`src/rtl/clock_regs_pkg.sv`:
```
// clock_regs_pkg: register map, CTRL/STATUS bit positions and load FSM encoding shared by clock_regs.
package clock_regs_pkg;
  localparam logic [7:0] ADDR_SET_SEC  = 8'h00;
  localparam logic [7:0] ADDR_SET_MIN  = 8'h01;
  localparam logic [7:0] ADDR_SET_HRS  = 8'h02;
  localparam logic [7:0] ADDR_CTRL     = 8'h03;
  localparam logic [7:0] ADDR_COLOR    = 8'h04;
  localparam logic [7:0] ADDR_STATUS   = 8'h05;
  localparam logic [7:0] ADDR_TIME_SEC = 8'h08;
  localparam logic [7:0] ADDR_TIME_MIN = 8'h09;
  localparam logic [7:0] ADDR_TIME_HRS = 8'h0A;
  localparam logic [7:0] ADDR_ID       = 8'h0F;
  localparam int CTRL_HALT = 0;
  localparam int CTRL_SYNC = 1;
  localparam int CTRL_LOAD = 2;
  localparam int STAT_BUSY = 0;
  localparam int STAT_ERR  = 1;
  typedef enum logic [1:0] {ST_IDLE, ST_WAIT_TICK, ST_APPLY} state_e;
  typedef enum logic [1:0] {FLD_SEC, FLD_MIN, FLD_HRS} field_e;
endpackage

```
`src/rtl/bcd_time_check.sv`:
```
// bcd_time_check: combinational BCD range check for a seconds, minutes or hours value.
//   i_field  which time field the byte is destined for
//   i_data   packed BCD byte {tens, units}
//   o_valid  high when the byte is a legal value for that field
module bcd_time_check
  import clock_regs_pkg::*;
(
  input  field_e     i_field,
  input  logic [7:0] i_data,
  output logic       o_valid
);
  logic [3:0] w_units;
  logic [3:0] w_tens;
  assign w_units = i_data[3:0];
  assign w_tens  = i_data[7:4];
  // Hours top out at 23, so tens==2 further limits units to 0..3.
  assign o_valid = (w_units <= 4'd9) &&
                   ((i_field == FLD_HRS) ? ((w_tens < 4'd2) || (w_tens == 4'd2 && w_units <= 4'd3))
                                         : (w_tens <= 4'd5));
endmodule

```
`src/rtl/clock_regs.sv`:
```
// clock_regs: SPI command register bank holding time-set shadows, control bits and colour base.
//   clk, reset_n                       clock and asynchronous active-low reset
//   cmd_write/cmd_read/addr/wdata      one-cycle command strobes from cmdProc
//   sec_tick, cur_sec/min/hrs          timekeeper tick and live BCD time
//   rd_data, rd_valid                  registered read reply, valid 1 cycle after cmd_read
//   load_pulse, load_sec/min/hrs       atomic time load into the timekeeper
//   halt, color_base                   control outputs
module clock_regs
  import clock_regs_pkg::*;
#(
  parameter logic [7:0] ID_VALUE = 8'hC1,
  parameter int         COLOR_W  = 4
) (
  input  logic               clk,
  input  logic               reset_n,
  input  logic               cmd_write,
  input  logic               cmd_read,
  input  logic [7:0]         cmd_addr,
  input  logic [7:0]         cmd_wdata,
  input  logic               sec_tick,
  input  logic [6:0]         cur_sec,
  input  logic [6:0]         cur_min,
  input  logic [5:0]         cur_hrs,
  output logic [7:0]         rd_data,
  output logic               rd_valid,
  output logic               load_pulse,
  output logic [6:0]         load_sec,
  output logic [6:0]         load_min,
  output logic [5:0]         load_hrs,
  output logic               halt,
  output logic [COLOR_W-1:0] color_base
);
  state_e             r_state;
  logic [6:0]         r_set_sec;
  logic [6:0]         r_set_min;
  logic [5:0]         r_set_hrs;
  logic [6:0]         r_snap_min;
  logic [5:0]         r_snap_hrs;
  logic               r_halt;
  logic               r_sync;
  logic               r_err;
  logic [COLOR_W-1:0] r_color;
  logic [7:0]         r_rd_data;
  logic               r_rd_valid;
  logic               r_load_pulse;
  logic [6:0]         r_load_sec;
  logic [6:0]         r_load_min;
  logic [5:0]         r_load_hrs;
  logic               w_busy;
  logic               w_set_wr;
  logic               w_bcd_ok;
  logic               w_set_ok;
  logic               w_ctrl_wr;
  logic               w_load_req;
  logic [7:0]         w_rd_mux;

  assign w_busy     = (r_state != ST_IDLE);
  assign w_set_wr   = cmd_write && (cmd_addr == ADDR_SET_SEC || cmd_addr == ADDR_SET_MIN || cmd_addr == ADDR_SET_HRS);
  assign w_set_ok   = w_set_wr && w_bcd_ok && !w_busy;
  assign w_ctrl_wr  = cmd_write && (cmd_addr == ADDR_CTRL);
  assign w_load_req = w_ctrl_wr && cmd_wdata[CTRL_LOAD];

  bcd_time_check u_check (
    .i_field (field_e'(cmd_addr[1:0])),
    .i_data  (cmd_wdata),
    .o_valid (w_bcd_ok)
  );

  always_comb begin
    w_rd_mux = 8'h00;
    case (cmd_addr)
      ADDR_SET_SEC:  w_rd_mux = {1'b0, r_set_sec};
      ADDR_SET_MIN:  w_rd_mux = {1'b0, r_set_min};
      ADDR_SET_HRS:  w_rd_mux = {2'b00, r_set_hrs};
      ADDR_CTRL:     w_rd_mux = {6'b0, r_sync, r_halt};
      ADDR_COLOR:    w_rd_mux = 8'(r_color);
      ADDR_STATUS:   w_rd_mux = {6'b0, r_err, w_busy};
      ADDR_TIME_SEC: w_rd_mux = {1'b0, cur_sec};
      ADDR_TIME_MIN: w_rd_mux = {1'b0, r_snap_min};
      ADDR_TIME_HRS: w_rd_mux = {2'b00, r_snap_hrs};
      ADDR_ID:       w_rd_mux = ID_VALUE;
      default:       w_rd_mux = 8'h00;
    endcase
  end

  always_ff @(posedge clk or negedge reset_n) begin
    if (!reset_n) begin
      r_set_sec  <= '0;
      r_set_min  <= '0;
      r_set_hrs  <= '0;
      r_snap_min <= '0;
      r_snap_hrs <= '0;
      r_halt     <= 1'b0;
      r_sync     <= 1'b0;
      r_err      <= 1'b0;
      r_color    <= '0;
      r_rd_data  <= '0;
      r_rd_valid <= 1'b0;
    end else begin
      if (w_set_ok && cmd_addr == ADDR_SET_SEC) r_set_sec <= cmd_wdata[6:0];
      if (w_set_ok && cmd_addr == ADDR_SET_MIN) r_set_min <= cmd_wdata[6:0];
      if (w_set_ok && cmd_addr == ADDR_SET_HRS) r_set_hrs <= cmd_wdata[5:0];
      if (w_set_wr && !w_set_ok) r_err <= 1'b1;
      else if (cmd_write && cmd_addr == ADDR_STATUS && cmd_wdata[STAT_ERR]) r_err <= 1'b0;
      if (w_ctrl_wr) begin
        r_halt <= cmd_wdata[CTRL_HALT];
        r_sync <= cmd_wdata[CTRL_SYNC];
      end
      if (cmd_write && cmd_addr == ADDR_COLOR) r_color <= cmd_wdata[COLOR_W-1:0];
      r_rd_valid <= cmd_read;
      if (cmd_read) r_rd_data <= w_rd_mux;
      // Reading TIME_SEC freezes min/hrs so the following reads form one coherent time.
      if (cmd_read && cmd_addr == ADDR_TIME_SEC) begin
        r_snap_min <= cur_min;
        r_snap_hrs <= cur_hrs;
      end
    end
  end

  // Load outputs are registered on entry to APPLY so load_pulse is high exactly in the APPLY cycle.
  always_ff @(posedge clk or negedge reset_n) begin
    if (!reset_n) begin
      r_state      <= ST_IDLE;
      r_load_pulse <= 1'b0;
      r_load_sec   <= '0;
      r_load_min   <= '0;
      r_load_hrs   <= '0;
    end else begin
      r_load_pulse <= 1'b0;
      case (r_state)
        ST_IDLE: if (w_load_req) begin
          r_state <= cmd_wdata[CTRL_SYNC] ? ST_WAIT_TICK : ST_APPLY;
          if (!cmd_wdata[CTRL_SYNC]) begin
            r_load_pulse <= 1'b1;
            r_load_sec   <= r_set_sec;
            r_load_min   <= r_set_min;
            r_load_hrs   <= r_set_hrs;
          end
        end
        ST_WAIT_TICK: if (sec_tick) begin
          r_state      <= ST_APPLY;
          r_load_pulse <= 1'b1;
          r_load_sec   <= r_set_sec;
          r_load_min   <= r_set_min;
          r_load_hrs   <= r_set_hrs;
        end
        default: r_state <= ST_IDLE;
      endcase
    end
  end

  assign rd_data    = r_rd_data;
  assign rd_valid   = r_rd_valid;
  assign load_pulse = r_load_pulse;
  assign load_sec   = r_load_sec;
  assign load_min   = r_load_min;
  assign load_hrs   = r_load_hrs;
  assign halt       = r_halt;
  assign color_base = r_color;
endmodule
```
`config.mk`:
```
export PLATFORM = sky130hd
export DESIGN_NAME = clock_regs
export DESIGN_NICKNAME = d
export VERILOG_FILES = /design/src/rtl/clock_regs_pkg.sv /design/src/rtl/bcd_time_check.sv /design/src/rtl/clock_regs.sv
export SDC_FILE = /design/constraint.sdc
export NUM_CORES = 1
export LEC_CHECK = 0
export ABC_AREA = 1
export CORE_MARGIN = 2
export CORE_UTILIZATION = 25
export CTS_CLUSTER_DIAMETER = 60
export DETAILED_ROUTE_END_ITERATION = 10
export PLACE_DENSITY_LB_ADDON = 0.3
export SLEW_MARGIN = 20
export SYNTH_ARGS = -nofsm -noshare
export SYNTH_HDL_FRONTEND = slang
export SYNTH_SLANG_ARGS = --single-unit
export TNS_END_PERCENT = 50
```
`constraint.sdc`:
```
create_clock -name clk -period 1.3 [get_ports clk]
set_input_delay 0.26 -clock clk [delete_from_list [all_inputs] [get_ports clk]]
set_output_delay 0.26 -clock clk [all_outputs]
set_load 0.01 [all_outputs]
```
Yosys cells after proc, flatten, opt, wreduce, memory -nomap -nowiden
Index checks and enable logic that the tools add are counted.
{ "word_totals": {"romBits": 0, "register_bits": 72, "input_bits": 41, "out_inout_bits": 35, "mem_bits_rw": 0, "word_cells": 86, "latchBits": 0, "mem_count": 0} }
{ "classes": {"div": 0, "n_bitwise": 0, "n_eq_ne": 15, "mul": 0, "n_addsub": 0, "magnitude_cmp": 4, "reduce_logical": 27, "muxes": 24, "shift": 0} }
{ "ops": {"columns": ["cell", "count"], "rows": [
  ["8-bit one-hot mux with 10 select lines", 1],
  ["7-bit 2-to-1 mux", 6],
  ["8-bit by 4-bit equality test with 1-bit output (second input constant)", 4],
  ["7-bit one-hot mux with 2 select lines", 2],
  ["6-bit 2-to-1 mux", 3],
  ["8-bit by 2-bit equality test with 1-bit output (second input constant)", 2],
  ["8-bit by 3-bit equality test with 1-bit output (second input constant)", 2],
  ["1-bit logical AND", 15],
  ["6-bit one-hot mux with 2 select lines", 1],
  ["8-bit by 1-bit equality test with 1-bit output (second input constant)", 1],
  ["8-bit zero test", 1],
  ["1-bit 2-to-1 mux", 6],
  ["2-bit 2-to-1 mux", 3],
  ["2-bit != test (second input constant)", 3],
  ["2-bit nonzero test", 3],
  ["4-bit by 2-bit equality test with 1-bit output (second input constant)", 1],
  ["4-bit by 2-bit <= comparator with 1-bit output (second input constant)", 1],
  ["4-bit by 3-bit <= comparator with 1-bit output (second input constant)", 1],
  ["4-bit <= comparator (second input constant)", 1],
  ["4-bit by 2-bit < comparator with 1-bit output (second input constant)", 1],
  ["2-bit one-hot mux with 2 select lines", 1],
  ["4-bit AND reduction", 1],
  ["1-bit logical OR", 3],
  ["2-bit by 1-bit equality test with 1-bit output (second input constant)", 1],
  ["other kinds (5)", 6]
]} }

Longest topological paths before layout
Gate-level depths: netlist of the first run.
{ "depth": {"depth_word": 10, "mapped_depth": 11, "ltp_nobuf": 11} }

Cells and area by module
A second synthesis of the first run with hierarchy kept.
{ "hier_totals": {"cells_unflattened": 412, "hier_area_um2": 3448.3} }
{ "by_module_without_submodules": {"columns": ["module", "area_per_inst_um2", "n_inst", "cells_per_inst", "seq_area_each_um2"], "rows": [
  ["clock_regs", 3385.7, 1, 397, 1801.7],
  ["bcd_time_check", 62.6, 1, 15, 0.0]
]} }

Worst setup path after synthesis of the first run
No wires, ideal clock.
{ "synth_timing": {"path_type": "register to register", "start": "register r_state[1]", "end": "register r_set_min[0]", "slack_ns": -0.083, "arrival_time_ns": 1.266, "stages_incl_launch_ff": 8, "synth_period_minus_slack_ns": 1.383, "n_path_buf": 0, "required_time_ns": 1.183, "setup_ns": 0.117, "cell_sequence": "dfrtp_1 -> or2_1 -> nor2_1 -> nand3_1 -> nor2_4 -> nand3_2 -> nand2_1 -> nand2_1"} }
{ "synth_via": {"elab_chain_len": 4} }
{ "synth_rtl": {"columns": ["item", "line", "source"], "rows": [
  ["start: declaration", "clock_regs.sv:33", "state_e r_state;"],
  ["start signal: assignment", "clock_regs.sv:132", "r_state <= cmd_wdata[CTRL_SYNC] ? ST_WAIT_TICK : ST_APPLY;"],
  ["2-bit nonzero test", "clock_regs.sv:57", "assign w_busy = (r_state != ST_IDLE);"],
  ["1-bit zero test", "clock_regs.sv:59", "assign w_set_ok = w_set_wr && w_bcd_ok && !w_busy;"],
  ["1-bit logical AND", "clock_regs.sv:59", null],
  ["1-bit logical AND", "clock_regs.sv:101", "if (w_set_ok && cmd_addr == ADDR_SET_MIN) r_set_min <= cmd_wdata[6:0];"],
  ["end signal: assignment", "clock_regs.sv:101", null],
  ["end: declaration", "clock_regs.sv:35", "logic [6:0] r_set_min;"]
]} }
Every way passes these cells.
A chain may end at the register's enable or synchronous reset.

Worst setup path in the final report of the first run
{ "layout_timing": {"start": "register r_state[1]", "end": "register r_set_min[2]"} }
Same word-level chain as after synthesis.

==> results by group, run 1 <==
Worst setup path
  – Critical register-to-register path endpoint: r_set_min[2]
  – Data required time at the worst endpoint: about 1.5 ns
  – Launching point of the worst reg2reg path: r_state[1]
  – Critical-path maximum fanout: 7
  – Top Family by Delay on Critical Path: simple AND/OR/NAND/NOR gates
  – Startpoint-to-endpoint class of the critical path: reg2reg
  – Sequence of cells on the critical path: or2_4, nor2_4, nand3_2, nor2_4, buf_12, nand3_4, nand2_1, nand2_1
  – Number of cells on the critical path: 8
  – Buffering stage count on the worst path with inverters included: 1
  – Biggest cell delay along the critical path: ~0.39 ns
  – Setup slack of the most critical reg-to-reg path: -0.20 ns
  – CP max stage cell: sky130_fd_sc_hd__dfrtp_1
  – Critical Path Sink Type: register
  – Nature of the critical path startpoint: register
  – Signal arrival time at the worst endpoint: about 1.7 ns
  – Register-to-Register Path Depth: 8

Final layout
  – Nets: 603
  – Number of inserted filler cells in the final layout: 1371
  – Multi-input gate area: 0.00196 mm^2
  – Final std cells w/o fill: ~750
  – Area growth from synthesis to final layout: 63.1%
  – Inserted Diodes: 0
  – Footprint of the flip-flops and latches: about 0.0018 mm^2
  – Fraction of final layout cells with drive strength greater than 1: 0.374

CTS
  – TritonCTS clock tree: yes
  – Clk root buf: sky130_fd_sc_hd__clkbuf_16
  – Number of clock sinks: between 70 and 80
  – # H-tree levels: 3
  – Clock Pin Slew Worst Setup and Hold Paths: 0.06 ns
  – Number of buffers added by the clock tree synthesis step: 9
  – Number of buffers on the longest clock path: 2
  – Later-pin clock latency in the skew report: roughly 0.34 ns

Timing
  – Setup clock skew after layout: 0.00534 ns
  – RSZ-0062 raised after global routing: yes
  – Post-route minimum period: 1.50 ns
  – Maximum operating frequency: ~670 MHz
  – Final Worst Setup Slack: -0.197 ns
  – Period Utilization, post-route: 1.15
  – Hold slack final: 0.340 ns
  – Max Transition Viols Final: 0
  – Actual slew at the worst max-slew pin: 0.382 ns
  – Total Neg Setup Slack: -6.22 ns
  – Relative slew margins: 0.745
  – Endpoints failing setup: 41
  – Final number of hold-violating endpoints: 0

Yosys
  – Syn nets: 455
  – Sequential-to-total area share from yosys stat: 0.507
  – Warning count from the yosys run: 0
  – Flops & latches, synth: 72
  – Yosys top cell area share: 0.507
  – Synthesized area divided by synthesized cell count: 8.58 um^2
  – Distinct cells, synth: 34
  – Post-synthesis instance total: 414
  – Post-Syn Area: 0.00355 mm^2
  – Largest area contributor in the netlist: sky130_fd_sc_hd__dfrtp_1
  – Most area-consuming cells after synthesis: sky130_fd_sc_hd__dfrtp_1 (51%), sky130_fd_sc_hd__nand2_1 (15%), sky130_fd_sc_hd__nand3_1 (5.5%)

Job
  – Number of max-cap violations: 0

Floorplan
  – Floorplan core area: 0.0139 mm^2
  – Die area: 0.0152 mm^2
  – I/O Pins: 76
  – Starting density of the core: 0.256
  – Horiz. Die Dim: 123 um
  – Standard-cell row count: 43
  – Die outline height: 123 um

Route
  – Post-DRT Antenna Nets: 0
  – First-pass detailed-route iteration total: 4
  – WL final: 11.1 mm
  – Post-DR wirelength/cell: 14.9 um
  – Vias after detailed routing: roughly 3.4k
  – DRC errors left: 0
  – Starting DRC count in detailed routing: 175
  – Via-to-Cell Ratio: 4.53

Hold path
  – WHS Path Cells: 2
  – Launch instance of the worst min-delay path: cmd_read
  – Hold Crit Class: in2reg
  – Terminating pin of the worst hold path: rd_valid

GRT
  – Overall fraction of global-route tracks in use: 0.154
  – Wire length of the first global-routing pass: 17.6 mm
  – Pin count of the biggest net entering global routing: 73
  – Antenna violations before repair: 0
  – Total overflow reported by the global router: 0
  – Vias in the first global route: 3400

Status
  – Failing checks: setup timing
  – Status: finished, violations left

Power and ir drop
  – PwrDens: 918 mW/mm^2
  – Peak supply drop: 0.435 mV
  – Static Leakage: 2.94 nW

Placed design
  – Post-DP HPWL: 7.94 mm
  – Weighted congestion at the end of routability-driven global placement: a little under 0.9
  – Number of buffers inserted by port buffering: 75
  – Instance count after placement with tap cells included: 707
-- power breakdown --
part           switching (mW)  internal [mW]  leakage, nW
registers              0.0301           2.28        0.985
logic                   0.262          0.271         1.82
clock network           0.984           1.48        0.138
total                    1.28           4.04         2.94
-- synth_stat cells, drive strengths merged --
| cell type | instances |
|---|---|
| nand2 | 150 |
| dfrtp | 72 |
| nand3 | 44 |
| nor2 | 37 |
| inv | 26 |
| nand4 | 20 |
| o21ai | 18 |
| buf | 13 |
| mux2 | 12 |
| a21oi | 8 |
| nor3 | 4 |
| clkinv | 3 |
| clkbuf | 1 |
| nand3b | 1 |
| nor3b | 1 |
| nor4 | 1 |
| o211ai | 1 |
| o41ai | 1 |
| or2 | 1 |
-- cells by family after synthesis --
| kind of cell | Yosys count | synth area share |
|---|---|---|
| and+or+nand+nor | 259 | 0.342 |
| DFF | 72 | 0.507 |
| muxes | 12 | 0.0444 |
| buffers and inverters | 43 | 0.0634 |
| AOI/OAI and AO/OA | 28 | 0.0426 |
-- per-stage QoR --
stage / power, mW / utilization / area [um^2] / setup WS (ns)
CTS: 5.33 / 0.399 / 5540 / -0.228
global placement: 2.82 / 0.349 / 4840 / -0.661
floorplan: 2.49 / - / 3550 / -0.0828
finish: 5.31 / 0.417 / 5790 / -0.197
global route: 5.52 / 0.417 / 5790 / -0.260
detailed placement: 2.83 / 0.349 / 4840 / -0.679
-- how the worst max path moves through the flow --
stage | start | to | slack (ns)
final | r_state[1] | r_set_min[2] | -0.20
after global placement | cmd_addr[7] | rd_data[0] | -0.66
after floorplan | r_state[1] | r_set_min[0] | -0.08
after detailed placement | cmd_addr[7] | load_hrs[1] | -0.68
after global routing | r_state[1] | r_set_min[3] | -0.26
after CTS | r_state[0] | r_set_min[2] | -0.23
-- cells in the final DEF (no fill, tap or decap), types with 4 or more instances in the layout --
cell type                         instances
sky130_fd_sc_hd__a21oi_2                  6
sky130_fd_sc_hd__buf_12                   6
sky130_fd_sc_hd__buf_4                   51
sky130_fd_sc_hd__buf_6                   10
sky130_fd_sc_hd__buf_8                    4
sky130_fd_sc_hd__clkbuf_16                9
sky130_fd_sc_hd__clkbuf_2                 7
sky130_fd_sc_hd__clkdlybuf4s15_1         24
sky130_fd_sc_hd__clkdlybuf4s50_1         30
sky130_fd_sc_hd__dfrtp_1                 72
sky130_fd_sc_hd__dlygate4sd2_1           12
sky130_fd_sc_hd__inv_1                   19
sky130_fd_sc_hd__inv_2                    6
sky130_fd_sc_hd__mux2_2                   6
sky130_fd_sc_hd__mux2_4                   6
sky130_fd_sc_hd__nand2_1                105
sky130_fd_sc_hd__nand2_2                 38
sky130_fd_sc_hd__nand2_4                  4
sky130_fd_sc_hd__nand2_8                  6
sky130_fd_sc_hd__nand3_1                 28
sky130_fd_sc_hd__nand3_2                 11
sky130_fd_sc_hd__nand3_4                  5
sky130_fd_sc_hd__nand4_1                 20
sky130_fd_sc_hd__nor2_1                  17
sky130_fd_sc_hd__nor2_4                  17
sky130_fd_sc_hd__o21ai_0                 12
sky130_fd_sc_hd__o21ai_1                  6
-- routing by layer --
metal  GRT usage  share of wire  vias to the layer above  wire [um]
met4      0.0675          0.026                        0        291
met3      0.0420          0.058                       19        648
met2       0.245           0.48                       87       5280
met5           0              0                        -          0
met1       0.196           0.44                     1616       4890
li1            -              -                     1660          -
-- registers in the layout, summed over array words and instances (netlist names), 2 cells and up --
| name | count |
|---|---|
| load_min | 7 |
| load_hrs | 6 |
| load_sec | 7 |
| r_set_sec | 7 |
| r_set_hrs | 6 |
| color_base | 4 |
| r_set_min | 7 |
| rd_data | 8 |
| r_snap_hrs | 6 |
| r_state | 2 |
| r_snap_min | 7 |
-- repair_timing --
action,CTS,global route
gates resized for setup,105,105
buffers inserted,12,9
hold buffers,1,0
cloned,6,0
endpoints found under the hold margin,72,0
pin swaps,22,38
endpoints found under the setup margin,106,91
-- area by class of cell --
class                      instances  area share
tap                              180      0.0389
clock inverter                     7      0.0123
multi-input combinational        302       0.339
clock buffer                       9      0.0389
inverter                          29      0.0205
timing repair inverter             1    0.000864
sequential                        72       0.311
timing repair buffer             147       0.239
(Power assumes the default switching activity.)
==> inputs of run 2 (changes only) <==
--- a/config.mk
+++ b/config.mk
@@ -8,8 +8,9 @@
 export ABC_AREA = 1
 export CORE_MARGIN = 2
 export CORE_UTILIZATION = 25
-export CTS_CLUSTER_DIAMETER = 60
+export CTS_CLUSTER_DIAMETER = 50
 export DETAILED_ROUTE_END_ITERATION = 10
+export HOLD_SLACK_MARGIN = 0.05
 export PLACE_DENSITY_LB_ADDON = 0.3
 export SLEW_MARGIN = 20
 export SYNTH_ARGS = -nofsm -noshare
==> constraint.sdc (replaced) <==
create_clock -name clk -period 1.22 [get_ports clk]
set_input_delay 0.244 -clock clk [delete_from_list [all_inputs] [get_ports clk]]
set_output_delay 0.244 -clock clk [all_outputs]
set_load 0.01 [all_outputs]
==> results by group, run 2 (synthesis results as in run 1) <==
Route
  – Post-DR wirelength/cell: 15.0 um (+1.2%)
  – Via-to-Cell Ratio: 4.53 (about the same)
  – Vias after detailed routing: 3340 (-1.2%)
  – Starting DRC count in detailed routing: 135 (-23%)
  – Post-DRT Antenna Nets: 0 (unchanged)
  – WL final: 11.1 mm (about the same)
  – DRC errors left: 0 (unchanged)
  – First-pass detailed-route iteration total: 7 (+3)

Final layout
  – Nets: 594 (-1.5%)
  – Footprint of the flip-flops and latches: 0.00180 mm^2 (unchanged)
  – Final std cells w/o fill: 738 (-1.2%)
  – Commonest cells after routing, fill and taps aside: sky130_fd_sc_hd__nand2_1 (110), sky130_fd_sc_hd__dfrtp_1 (72), sky130_fd_sc_hd__buf_4 (48)
  – Number of inserted filler cells in the final layout: 1427 (+4.1%)
  – Multi-input gate area: 0.00183 mm^2 (-6.7%)
  – Inserted Diodes: 0 (unchanged)
  – Largest register FFs: 8 (unchanged)
  – Fraction of final layout cells with drive strength greater than 1: 0.384 (+0.00961)
  – Area growth from synthesis to final layout: 54.1%
  – Most common cell after layout, fill and taps aside: sky130_fd_sc_hd__nand2_1

Floorplan
  – Horiz. Die Dim: 123 um (unchanged)
  – Standard-cell row count: 43 (unchanged)
  – Floorplan core area: 0.0139 mm^2 (unchanged)
  – Starting density of the core: 0.256 (unchanged)
  – Die area: 0.0152 mm^2 (unchanged)
  – I/O Pins: 76 (unchanged)
  – Die outline height: 123 um (unchanged)

Worst setup path
  – Signal arrival time at the worst endpoint: 1.77 ns (+0.05 ns)
  – Number of cells on the critical path: 7 (-1)
  – Critical Path Sink Type: register
  – Setup slack of the most critical reg-to-reg path: -0.27 ns (-0.08 ns)
  – Nature of the critical path startpoint: register
  – Startpoint-to-endpoint class of the critical path: reg2reg
  – Critical-path maximum fanout: 7 (unchanged)
  – CP max stage cell: sky130_fd_sc_hd__dfrtp_1
  – Launching point of the worst reg2reg path: r_state[0]
  – Buffering stage count on the worst path with inverters included: 2 (+1)
  – Cell occurring most often along the worst timing path: sky130_fd_sc_hd__nand2_8
  – Data required time at the worst endpoint: 1.50 ns (-0.02 ns)
  – Register-to-Register Path Depth: 7 (-1)
  – Top Family by Delay on Critical Path: simple AND/OR/NAND/NOR gates
  – Critical register-to-register path endpoint: load_sec[6]
  – Sequence of cells on the critical path: buf_6, nor4_4, nand2_8, buf_8, nand2_8, nand2_2, nand2_1
  – Biggest cell delay along the critical path: 0.39 ns (about the same)

CTS
  – # H-tree levels: 3 (unchanged)
  – Number of clock sinks: 72 (unchanged)
  – TritonCTS clock tree: yes
  – Later-pin clock latency in the skew report: 0.34 ns (about the same)
  – Clk root buf: sky130_fd_sc_hd__clkbuf_16
  – Number of buffers added by the clock tree synthesis step: 9 (unchanged)
  – Number of buffers on the longest clock path: 2 (unchanged)
  – Clock Pin Slew Worst Setup and Hold Paths: 0.06 ns (about the same)

Status
  – Failing checks: setup timing
  – Status: finished, violations left

GRT
  – Antenna violations before repair: 0 (unchanged)
  – Pin count of the biggest net entering global routing: 47 (-36%)
  – Wire length of the first global-routing pass: 17.4 mm (-1.4%)
  – Overall fraction of global-route tracks in use: 0.150 (-0.00381)
  – Total overflow reported by the global router: 0 (unchanged)
  – Vias in the first global route: 3378 (-0.65%)

Timing
  – Post-route minimum period: 1.49 ns (-0.00489 ns)
  – Endpoints failing setup: 44 (+7.3%)
  – Total Neg Setup Slack: -10.30 ns (-4.08 ns)
  – Relative slew margins: 0.762 (+0.0163)
  – Hold slack final: 0.269 ns (-0.0711 ns)
  – Final number of hold-violating endpoints: 0 (unchanged)
  – Maximum operating frequency: 670 MHz (+0.33%)
  – Final Worst Setup Slack: -0.272 ns (-0.0751 ns)
  – Actual slew at the worst max-slew pin: 0.355 ns (-0.0272 ns)
  – RSZ-0062 raised after global routing: yes
  – Setup clock skew after layout: 0.00630 ns (+0.000954 ns)
  – Period Utilization, post-route: 1.22 (+0.0715)
  – Max Transition Viols Final: 0 (unchanged)

Power and ir drop
  – Int Power: 4.35 mW (+7.6%)
  – PwrDens: 1040 mW/mm^2 (+13%)
  – Reported net switching power: 1.35 mW (+6.0%)
  – Portion of total power attributed to combinational logic: 0.094 (-0.006)
  – Sequential share of power: 0.432 (-0.004)
  – Clock network power share: 0.474 (+0.010)
  – Peak supply drop: 0.744 mV (+71%)
  – Switching share of power: 0.237 (-0.00272)
  – Static Leakage: 2.84 nW (-3.5%)
  – Total design power: 5.70 mW (+7.2%)

Hold path
  – Hold Crit Class: in2async

Placed design
  – Number of buffers inserted by port buffering: 75 (unchanged)
  – Post-DP HPWL: 7.97 mm (+0.30%)
  – Instance count after placement with tap cells included: 705 (-0.28%)
  – Weighted congestion at the end of routability-driven global placement: 0.876 (-1.3%)

Job
  – Number of max-cap violations: 0 (unchanged)
-- run 2: worst max-delay path by stage --
stage / from / end / slack [ns]
floorplan: r_state[1] / r_set_min[0] / -0.16
global placement: cmd_addr[1] / rd_data[0] / -0.68
detailed placement: cmd_addr[0] / r_set_min[5] / -0.72
CTS: r_state[1] / r_set_sec[5] / -0.23
global route: r_state[0] / r_set_sec[2] / -0.34
finish: r_state[0] / load_sec[6] / -0.27
-- run 2: area by class of cell --
class                   instances  share of cell area
flip-flops and latches         72               0.329
inverters                      29              0.0240
clock inverters                 6              0.0121
clock buffers                  10              0.0437
repair buffers                139               0.216
well taps                     180              0.0412
multi-input cells             302               0.334
-- run 2: repair_timing --
item | CTS | global route
pin swaps | 12 | 11
hold buffers | 1 | 0
gates cloned | 4 | 1
endpoints found under the hold margin | 72 | 0
setup buffers | 10 | 1
resized for setup | 143 | 73
setup endpoints to repair | 104 | 90
-- run 2: power by group through the flow --
stage	logic (mW)	registers (mW)	clock network, mW
final	0.538	2.46	2.70
after global routing	0.586	2.46	2.86
after CTS	0.546	2.46	2.76
after detailed placement	0.515	2.50	0
after global placement	0.507	2.50	0
after floorplan	0.148	2.51	0
-- run 2: metrics by stage --
step | worst slack (ns) | util | cell area [um^2]
final | -0.272 | 0.394 | 5470
after global placement | -0.678 | 0.351 | 4870
after CTS | -0.231 | 0.396 | 5500
after floorplan | -0.163 | - | 3600
after global routing | -0.337 | 0.394 | 5470
after detailed placement | -0.718 | 0.351 | 4870
-- run 2: per-layer routing --
metal,vias up,GRT usage,wire length [um]
li1,1644,-,-
met5,-,0,0
met2,64,0.246,5470
met3,8,0.0383,529
met4,0,0.0298,86
met1,1624,0.203,5020
==> inputs of run 3 (changes only) <==
--- a/config.mk
+++ b/config.mk
@@ -9,6 +9,7 @@
 export CORE_MARGIN = 2
 export CORE_UTILIZATION = 25
 export CTS_CLUSTER_DIAMETER = 50
+export CTS_CLUSTER_SIZE = 8
 export DETAILED_ROUTE_END_ITERATION = 10
 export HOLD_SLACK_MARGIN = 0.05
 export PLACE_DENSITY_LB_ADDON = 0.3
==> constraint.sdc (replaced) <==
create_clock -name clk -period 1.8 [get_ports clk]
set_input_delay 0.36 -clock clk [delete_from_list [all_inputs] [get_ports clk]]
set_output_delay 0.36 -clock clk [all_outputs]
set_load 0.01 [all_outputs]
==> results by group, run 3 (synthesis results as in run 1) <==
Worst setup path
  – Register-to-Register Path Depth: 7 (unchanged)
  – Signal arrival time at the worst endpoint: 1.95 ns (+0.18 ns)
  – Critical Path Sink Type: register
  – Startpoint-to-endpoint class of the critical path: in2reg
  – Nature of the critical path startpoint: input port
  – Launching point of the worst reg2reg path: r_state[0]
  – Data required time at the worst endpoint: 2.02 ns (+0.52 ns)
  – Setup slack of the most critical reg-to-reg path: 0.19 ns (+0.46 ns)
  – Critical-path maximum fanout: 13 (+6)
  – Critical register-to-register path endpoint: r_set_sec[4]

Final layout
  – Largest register FFs: 8 (unchanged)
  – Area growth from synthesis to final layout: 45.4%
  – Most common cell after layout, fill and taps aside: sky130_fd_sc_hd__nand2_1
  – Commonest cells after routing, fill and taps aside: sky130_fd_sc_hd__nand2_1 (136), sky130_fd_sc_hd__clkdlybuf4s50_1 (74), sky130_fd_sc_hd__dfrtp_1 (72)
  – Nets: 571 (-3.9%)
  – Final std cells w/o fill: 715 (-3.1%)
  – Inserted Diodes: 0 (unchanged)
  – Number of inserted filler cells in the final layout: 1447 (+1.4%)
  – Fraction of final layout cells with drive strength greater than 1: 0.202 (-0.182)

Status
  – Status: completed

Route
  – WL final: 10.1 mm (-8.8%)
  – Via-to-Cell Ratio: 4.43 (-2.2%)
  – Post-DR wirelength/cell: 14.2 um (-5.9%)
  – Vias after detailed routing: 3165 (-5.2%)
  – First-pass detailed-route iteration total: 4 (-3)
  – DRC errors left: 0 (unchanged)
  – Starting DRC count in detailed routing: 149 (+10%)
  – Post-DRT Antenna Nets: 0 (unchanged)

CTS
  – Number of buffers added by the clock tree synthesis step: 9 (unchanged)
  – Number of buffers on the longest clock path: 2 (unchanged)
  – Clock Pin Slew Worst Setup and Hold Paths: 0.06 ns (about the same)
  – # H-tree levels: 3 (unchanged)
  – Clk root buf: sky130_fd_sc_hd__clkbuf_16
  – Number of buffers added to fix hold violations after cts: 0 (-1)
  – TritonCTS clock tree: yes
  – Number of clock sinks: 72 (unchanged)
  – Later-pin clock latency in the skew report: 0.34 ns (about the same)

Timing
  – Hold slack final: 0.0535 ns (-0.215 ns)
  – Actual slew at the worst max-slew pin: 0.387 ns (+0.0326 ns)
  – Post-route minimum period: ~1.7 ns
  – Final Worst Setup Slack: 0.0679 ns (+0.340 ns)
  – Total Neg Setup Slack: 0 ns (+10.30 ns)
  – Final number of hold-violating endpoints: 0 (unchanged)
  – Maximum operating frequency: about 580 MHz
  – Setup clock skew after layout: 0.00503 ns (-0.00127 ns)
  – Max Transition Viols Final: 0 (unchanged)
  – RSZ-0062 raised after global routing: yes
  – Period Utilization, post-route: 0.962
  – Endpoints failing setup: 0 (-100%)
  – Relative slew margins: 0.742 (-0.0199)

Floorplan
  – Die area: 0.0152 mm^2 (unchanged)
  – Starting density of the core: 0.256 (unchanged)
  – Floorplan core area: 0.0139 mm^2 (unchanged)
  – Die outline height: 123 um (unchanged)
  – Standard-cell row count: 43 (unchanged)
  – I/O Pins: 76 (unchanged)
  – Horiz. Die Dim: 123 um (unchanged)

GRT
  – Pin count of the biggest net entering global routing: 73 (+55%)
  – Wire length of the first global-routing pass: 17.0 mm (-1.8%)
  – Met3 GRT Util: 0.0392 (+0.000923)
  – Total overflow reported by the global router: 0 (unchanged)
  – Antenna violations before repair: 0 (unchanged)
  – Overall fraction of global-route tracks in use: 0.146 (-0.00395)
  – Global routing's busiest layer: met2
  – Vias in the first global route: 3323 (-1.6%)
  – Met1 track demand over resource: 0.199 (-0.00332)
  – Global Route met2 Usage: 0.229 (-0.0168)

Placed design
  – Instance count after placement with tap cells included: 699 (-0.85%)
  – Weighted congestion at the end of routability-driven global placement: 0.883 (+0.84%)
  – Post-DP HPWL: 7.89 mm (-0.89%)
  – Placement Setup Slack: -0.262 ns (+0.456 ns)
  – Number of buffers inserted by port buffering: 75 (unchanged)

Power and ir drop
  – Reported net switching power: 0.864 mW (-36%)
  – Clock network power share: 0.509 (+0.035)
  – Int Power: 3.22 mW (-26%)
  – Static Leakage: 2.57 nW (-9.4%)
  – Switching share of power: 0.212 (-0.0255)
  – Peak supply drop: 0.608 mV (-18%)
  – Sequential share of power: 0.409 (-0.023)
  – Total design power: 4.08 mW (-28%)
  – PwrDens: 790 mW/mm^2 (-24%)
  – Portion of total power attributed to combinational logic: 0.082 (-0.012)

Job
  – Number of max-cap violations: 0 (unchanged)

Hold path
  – Hold Crit Class: in2async
[run 3: worst max-delay path, stage by stage]
cell and delay (ns):
sky130_fd_sc_hd__clkdlybuf4s50_1 0.53, sky130_fd_sc_hd__nor2_1 0.07, sky130_fd_sc_hd__nand2_2 0.12, sky130_fd_sc_hd__clkinv_4 0.12, sky130_fd_sc_hd__nand2_1 0.10, sky130_fd_sc_hd__clkinv_2 0.09, sky130_fd_sc_hd__nand2_4 0.19, sky130_fd_sc_hd__mux2_2 0.36
[run 3: final cells by class]
class	instances	area (um^2)	share of cell area
clock buffer	11	243	0.0470
clock inverter	5	104	0.0201
inverter	29	115	0.0223
multi-input combinational	299	1540	0.299
sequential	72	1800	0.349
tap	180	225	0.0436
timing repair buffer	119	1130	0.219
[run 3: worst max-delay path by stage]
stage	from	endpoint	slack (ns)	cells past startpoint
4_1_cts	cmd_addr[5]	rd_data[6]	0.09	11
3_5_place_dp	cmd_addr[5]	rd_data[6]	-0.26	11
5_1_grt	cmd_addr[0]	r_set_sec[3]	-0.04	10
3_3_place_gp	cmd_addr[7]	rd_data[3]	-0.24	12
2_1_floorplan	cmd_addr[7]	r_snap_hrs[5]	0.35	8
6_report	cmd_addr[4]	r_snap_hrs[0]	0.07	8
[run 3: routing by layer]
| metal | part of all wire | routed length, um | vias up |
|---|---|---|---|
| li1 | - | - | 1589 |
| met1 | 0.47 | 4780 | 1497 |
| met2 | 0.47 | 4740 | 69 |
| met3 | 0.045 | 453 | 10 |
| met4 | 0.014 | 144 | 0 |
| met5 | 0 | 0 | - |
[run 3: repair_timing]
item	4_1_cts	5_1_grt
buffers inserted	0	0
setup endpoints to repair	0	44
gates resized for setup	0	8
[run 3: power groups by stage]
| stage | Sequential, mW | Clock, mW | Combinational (mW) |
|---|---|---|---|
| after floorplan | 1.70 | 0 | 0.0947 |
| after detailed placement | 1.70 | 0 | 0.334 |
| after global routing | 1.67 | 2.22 | 0.368 |
| after global placement | 1.70 | 0 | 0.331 |
| after CTS | 1.67 | 2.12 | 0.336 |
| final | 1.67 | 2.08 | 0.335 |
[run 3: per-stage QoR]
| step | cell area, um^2 | utilization |
|---|---|---|
| CTS | 5140 | 0.370 |
| finish | 5160 | 0.372 |
| global placement | 4790 | 0.345 |
| global route | 5160 | 0.372 |
| detailed placement | 4790 | 0.345 |
| floorplan | 3550 | - |
